$ cat src/rtl/fft_pkg.sv
// Shared definitions for the 64-point SDF FFT and its frame sequencer.
//   N, LOG2N     : frame size and index width
//   FFT_LATENCY  : cycles from first data_in_en to first valid output sample
//   frame_state_e: frame sequencer states
//   bitrev()     : maps output order k to natural frequency bin
package fft_pkg;

    localparam int unsigned N           = 64;
    localparam int unsigned LOG2N       = 6;
    localparam int unsigned FFT_LATENCY = 71;

    typedef enum logic [1:0] {
        StIdle,
        StBurst,
        StWait,
        StOut
    } frame_state_e;

    function automatic logic [LOG2N-1:0] bitrev(input logic [LOG2N-1:0] x);
        logic [LOG2N-1:0] r;
        for (int i = 0; i < LOG2N; i++) begin
            r[i] = x[LOG2N-1-i];
        end
        return r;
    endfunction

endpackage

$ cat src/rtl/fft_frame_buf.sv
// Frame buffer: DEPTH x DATA_W RAM, one write port, one synchronous read port.
//   clock, reset      : system clock, sync active-low reset (read register only)
//   wr_en/addr/data   : write port
//   rd_en/addr        : read request; rd_data updates on the following edge
//   rd_data           : registered read data, holds when rd_en is low
module fft_frame_buf #(
    parameter int unsigned DATA_W = 32,
    parameter int unsigned DEPTH  = 64,
    parameter int unsigned ADDR_W = 6
) (
    input  logic              clock,
    input  logic              reset,
    input  logic              wr_en,
    input  logic [ADDR_W-1:0] wr_addr,
    input  logic [DATA_W-1:0] wr_data,
    input  logic              rd_en,
    input  logic [ADDR_W-1:0] rd_addr,
    output logic [DATA_W-1:0] rd_data
);

    logic [DATA_W-1:0] mem [DEPTH];

    // Contents are not reset; only the read register is, so outputs are zero after reset.
    always_ff @(posedge clock) begin
        if (wr_en) begin
            mem[wr_addr] <= wr_data;
        end
    end

    always_ff @(posedge clock) begin
        if (!reset) begin
            rd_data <= '0;
        end else if (rd_en) begin
            rd_data <= mem[rd_addr];
        end
    end

endmodule

$ cat src/rtl/fft_frame_ctrl.sv
// Frame sequencer for the 64-point SDF FFT.
// Fills a frame buffer from a bursty valid/ready producer, replays each full frame to the
// FFT as one gap-free N-cycle burst, then qualifies the FFT output stream.
//   clock, reset                 : system clock, sync active-low reset (shared with FFT)
//   in_valid/in_ready/in_real/in_imag : producer interface
//   fft_in_en/fft_in_real/fft_in_imag : FFT input drive, registered
//   out_valid/out_index/out_last : FFT output qualifiers (index is the natural bin)
//   busy                         : a frame is bursting, in the pipeline or being output
//   frame_count                  : frames fully output, wraps at 2^16
module fft_frame_ctrl #(
    parameter int unsigned WIDTH   = 16,
    parameter int unsigned N       = fft_pkg::N,
    parameter int unsigned LOG2N   = fft_pkg::LOG2N,
    parameter int unsigned LATENCY = fft_pkg::FFT_LATENCY
) (
    input  logic             clock,
    input  logic             reset,
    input  logic             in_valid,
    output logic             in_ready,
    input  logic [WIDTH-1:0] in_real,
    input  logic [WIDTH-1:0] in_imag,
    output logic             fft_in_en,
    output logic [WIDTH-1:0] fft_in_real,
    output logic [WIDTH-1:0] fft_in_imag,
    output logic             out_valid,
    output logic [LOG2N-1:0] out_index,
    output logic             out_last,
    output logic             busy,
    output logic [15:0]      frame_count
);

    import fft_pkg::*;

    // WAIT covers the gap between the end of the burst and the first output sample; the
    // burst itself already accounts for N-1 cycles of the latency after the first fft_in_en.
    localparam int unsigned      WaitCycles = LATENCY - N + 1;
    localparam logic [LOG2N-1:0] LastIdx    = LOG2N'(N - 1);
    localparam logic [LOG2N-1:0] LastWait   = LOG2N'(WaitCycles - 1);

    frame_state_e     state_q, state_d;
    logic [LOG2N-1:0] cnt_q, cnt_d;
    logic [LOG2N-1:0] wr_cnt_q;
    logic             full_q, full_d;
    logic             accept, rd_en, rd_last;

    assign accept  = in_valid && in_ready;
    assign rd_en   = (state_q == StBurst);
    assign rd_last = rd_en && (cnt_q == LastIdx);

    // Input side runs independently of the FSM so the next frame can fill during WAIT/OUT.
    always_comb begin
        full_d = full_q;
        if (rd_last) begin
            full_d = 1'b0;
        end
        if (accept && (wr_cnt_q == LastIdx)) begin
            full_d = 1'b1;
        end
    end

    always_ff @(posedge clock) begin
        if (!reset) begin
            full_q   <= 1'b0;
            wr_cnt_q <= '0;
            in_ready <= 1'b0;
        end else begin
            full_q   <= full_d;
            in_ready <= !full_d;
            if (accept) begin
                wr_cnt_q <= wr_cnt_q + 1'b1;
            end
        end
    end

    fft_frame_buf #(
        .DATA_W (2 * WIDTH),
        .DEPTH  (N),
        .ADDR_W (LOG2N)
    ) u_buf (
        .clock   (clock),
        .reset   (reset),
        .wr_en   (accept),
        .wr_addr (wr_cnt_q),
        .wr_data ({in_real, in_imag}),
        .rd_en   (rd_en),
        .rd_addr (cnt_q),
        .rd_data ({fft_in_real, fft_in_imag})
    );

    // One counter serves as read index in BURST, latency timer in WAIT and bin order k in OUT.
    always_comb begin
        state_d = state_q;
        cnt_d   = cnt_q + 1'b1;
        unique case (state_q)
            StIdle: begin
                cnt_d = '0;
                if (full_q) begin
                    state_d = StBurst;
                end
            end
            StBurst: begin
                if (cnt_q == LastIdx) begin
                    state_d = StWait;
                    cnt_d   = '0;
                end
            end
            StWait: begin
                if (cnt_q == LastWait) begin
                    state_d = StOut;
                    cnt_d   = '0;
                end
            end
            StOut: begin
                if (cnt_q == LastIdx) begin
                    state_d = full_q ? StBurst : StIdle;
                    cnt_d   = '0;
                end
            end
            default: begin
                state_d = StIdle;
                cnt_d   = '0;
            end
        endcase
    end

    always_ff @(posedge clock) begin
        if (!reset) begin
            state_q     <= StIdle;
            cnt_q       <= '0;
            fft_in_en   <= 1'b0;
            frame_count <= '0;
        end else begin
            state_q   <= state_d;
            cnt_q     <= cnt_d;
            // Aligned with the registered read data.
            fft_in_en <= rd_en;
            if (out_last) begin
                frame_count <= frame_count + 16'd1;
            end
        end
    end

    assign out_valid = (state_q == StOut);
    assign out_index = out_valid ? bitrev(cnt_q) : '0;
    assign out_last  = out_valid && (cnt_q == LastIdx);
    assign busy      = (state_q != StIdle);

endmodule

$ cat config.mk
export PLATFORM = sky130hd
export DESIGN_NAME = fft_frame_ctrl
export DESIGN_NICKNAME = d
export VERILOG_FILES = /design/src/rtl/fft_pkg.sv /design/src/rtl/fft_frame_buf.sv /design/src/rtl/fft_frame_ctrl.sv
export SDC_FILE = /design/constraint.sdc
export NUM_CORES = 2
export LEC_CHECK = 0
export CORE_MARGIN = 3
export CORE_UTILIZATION = 30
export CTS_CLUSTER_SIZE = 40
export DETAILED_ROUTE_END_ITERATION = 8
export PLACE_DENSITY = 0.47
export RECOVER_POWER = 100
export SETUP_SLACK_MARGIN = 0.05
export SLEW_MARGIN = 10
export SYNTH_ARGS = -nofsm -noshare
export SYNTH_HDL_FRONTEND = slang
export SYNTH_SLANG_ARGS = --single-unit
export TNS_END_PERCENT = 20
$ cat constraint.sdc
create_clock -name clock -period 4.6 [get_ports clock]
set_clock_uncertainty 0.2 [all_clocks]
set_input_delay 0.46 -clock clock [delete_from_list [all_inputs] [get_ports clock]]
set_output_delay 0.46 -clock clock [all_outputs]
set_load 0.02 [all_outputs]
==> impl_metrics.json <==
{
  "synth_area_per_cell_um2": 21.8,
  "internal_power_mw": 31.8,
  "place_congestion": 0.852,
  "status": "complete, but fails checks",
  "die_h_um": 523,
  "p_per_area_nw_per_um2": 430,
  "cts_resized": 0,
  "grt_pass1_wl_mm": 323,
  "leakage_nw": 28.4,
  "startpoint": "cnt_q[0]$_SDFF_PN0_",
  "drc_errors": 0,
  "p_clk_frac": 0.444,
  "final_hold_viol_count": 0,
  "nets": 4084,
  "cts-root-buf": "clkbuf_16",
  "violations": "max-capacitance violations, max-slew violations",
  "numCtsBuffers": 222,
  "synth-seq-cells": 2113,
  "ys_types": 57,
  "dr.pass1.iters": 7,
  "gr-total-overflow": 0,
  "ios": 94,
  "hold_depth": 2,
  "rsz0062_at_grt": "no",
  "postCtsHoldBufs": 21,
  "period_needed_ns": 4.33,
  "ant_nets": 0,
  "setup_viol": 0,
  "die_area_um2": 273000,
  "clock_latency_ns": 0.87,
  "design.core.area_um2": 265000,
  "dpl_worst_slack_ns": 0.361,
  "cp_max_fo": 30,
  "crit_required_ns": 3.94,
  "place.port_buffers": 93,
  "std_cell_rows": 189,
  "post-cts-setup-buffers": 0,
  "drv_cap": 46,
  "fp.dieW_um": 523,
  "wl_per_cell_um": 29.6,
  "whs_ns": 0.315,
  "dpl.hpwl_mm": 138,
  "r2r_setup_slack_ns": 0.39,
  "synth_area_um2": 80100,
  "setup_slack_ns": 0.268,
  "drt_iter0_markers": 4520,
  "avgViaCountPerCell": 5.05,
  "grt_max_degree": 117,
  "drive_gt1_frac": 0.255,
  "cts_max_path_buffers": 3,
  "crit_end": "out_last",
  "seq_area_frac_synth": 0.784,
  "synthCells": 3674,
  "slew_headroom": -1.66,
  "fmax_mhz": 231,
  "wl_mm": 230,
  "worst-setup-path-type": "flip-flop to output pin",
  "ys.flop_type": "edfxtp_1",
  "ys_warn_count": 0,
  "synthArstFlopShare": 0,
  "vias": 39400,
  "antenna_found_initial": 14,
  "grt_usage": 0.167,
  "r2r_end": "u_buf.rd_data[29]$_SDFFE_PN0P_",
  "critPathArrivalTime_ns": 3.67,
  "p_seq_frac": 0.529,
  "finalCritPeriodShare": 0.942,
  "grt_pass1_vias": 39500,
  "p_sw_mw": 8.58,
  "rr_worst_depth": 8,
  "htreeDepth": 4,
  "synth_top_area_frac": 0.768,
  "path_clk_slew_ns": 0.06,
  "areaGrowthSynthToFinish_pct": 17.3,
  "synth_fp_nets": 3717,
  "cts_tree": "done",
  "synthTopCellsByArea": "edfxtp_1 77%, mux4_2 14%, dfxtp_1 1.6%",
  "slew_violations": 2104,
  "ys_top_cells_by_count": "2048 x edfxtp_1, 499 x mux4_2, 123 x nand2_1",
  "end_kind": "output pin",
  "vdd_ir_drop_max_v": 0.000315,
  "holdCritPathClass": "flip-flop to flip-flop",
  "power_frac_comb": 0.027,
  "worstMarginPinSlew_ns": 3.99,
  "yosys.area.top_type": "edfxtp_1",
  "yosysMostFrequentCell": "edfxtp_1",
  "r2r_start": "cnt_q[0]$_SDFF_PN0_",
  "start_kind": "flip-flop",
  "synth_edf_count": 2048,
  "clkSinkCount": 2113,
  "initial_core_util": 0.302,
  "hp-start": "frame_count[4]$_SDFFE_PN0P_",
  "switching_share": 0.212
}
layer usage:
layer,track usage,up-vias,share of wire
li1,-,16200,-
met1,0.247,21600,0.45
met2,0.255,1269,0.46
met3,0.0252,274,0.059
met4,0.0502,2,0.029
met5,0,-,0.000056
per-stage QoR:
step	util	instance area [um^2]	power (mW)	TNS [ns]	instances
floorplan	-	80100	22.0	0	3674
global placement	0.328	87000	22.8	-0.909	7326
detailed placement	0.328	87000	22.9	0	7328
CTS	0.356	94500	40.8	0	7768
global route	0.354	93900	41.7	0	7770
finish	0.354	94000	40.4	0	7788
state kept, by name (all words and copies together), names as in the netlist:
register	count
u_buf.mem	2048
u_buf.rd_data	32
frame_count	16
cnt_q	6
wr_cnt_q	6
state_q	2
fft_in_en	1
full_q	1
in_ready	1
power groups by stage:
stage          clock network (mW)  registers, mW  logic [mW]
4_1_cts                      18.4           21.3        1.14
3_3_place_gp                    0           21.7        1.10
5_1_grt                      19.2           21.4        1.16
2_1_floorplan                   0           21.7       0.304
3_5_place_dp                    0           21.7        1.12
6_report                     17.9           21.4        1.08
layout make-up:
| cell class | count | area, um^2 |
|---|---|---|
| Antenna cell | 19 | 47.5 |
| Clock buffer | 285 | 5910 |
| Clock inverter | 134 | 1390 |
| Fill cell | 24600 | 171000 |
| Inverter | 15 | 56.3 |
| Multi-Input combinational cell | 1338 | 16700 |
| Sequential cell | 2113 | 62800 |
| Tap cell | 3533 | 4420 |
| Timing Repair Buffer | 351 | 2610 |
cell usage in the layout (no fill, tap or decap), drive strengths merged, types with 3 or more instances in the layout:
cell	count
bufinv	21
buf	129
clkbuf	424
nor4	5
diode	19
a2111oi	27
and4	3
or3	5
nand4	11
dlygate4sd3	81
mux2	7
ha	8
a22oi	122
and3	7
and2	14
edfxtp	2048
nor2	100
clkinv	93
nand2	123
a21oi	94
mux2i	27
xnor2	16
o21ai	34
inv	23
a211oi	5
xor2	5
clkinvlp	12
nor2b	66
mux4	499
a22o	56
nor3	14
o2111ai	3
nand3	53
nand2b	3
a221oi	3
dfxtp	65
cells by family (layout without fill, tap and decap cells):
family / Yosys count / count (layout) / synth area share
AO/OA/AOI/OAI: 361 / 361 / 0.0314
XOR/XNOR: 21 / 21 / 0.00230
adder cells (fa/ha/maj): 8 / 8 / 0.00125
buffers and inverters: 223 / 785 / 0.0116
flip-flops: 2113 / 2113 / 0.784
multiplexers: 533 / 533 / 0.145
other: 0 / 19 / 0
AND/OR/NAND/NOR: 415 / 415 / 0.0248
critical path, cell delays in order (launching register included):
cell           delay [ns]
dfxtp_4              0.97
ha_1                 0.36
and3_1               0.42
and3_1               0.35
dlygate4sd3_1        0.72
worst min path at each step:
stage | to | slack, ns
2_1_floorplan | full_q$_SDFF_PN0_ | 0.31
3_3_place_gp | frame_count[4]$_SDFFE_PN0P_ | 0.28
3_5_place_dp | frame_count[4]$_SDFFE_PN0P_ | 0.31
4_1_cts | u_buf.mem[27][28]$_DFFE_PP_ | 0.0001
5_1_grt | u_buf.mem[50][9]$_DFFE_PP_ | 0.32
6_report | frame_count[4]$_SDFFE_PN0P_ | 0.31
No activity file was read; power rests on OpenSTA's default activity.
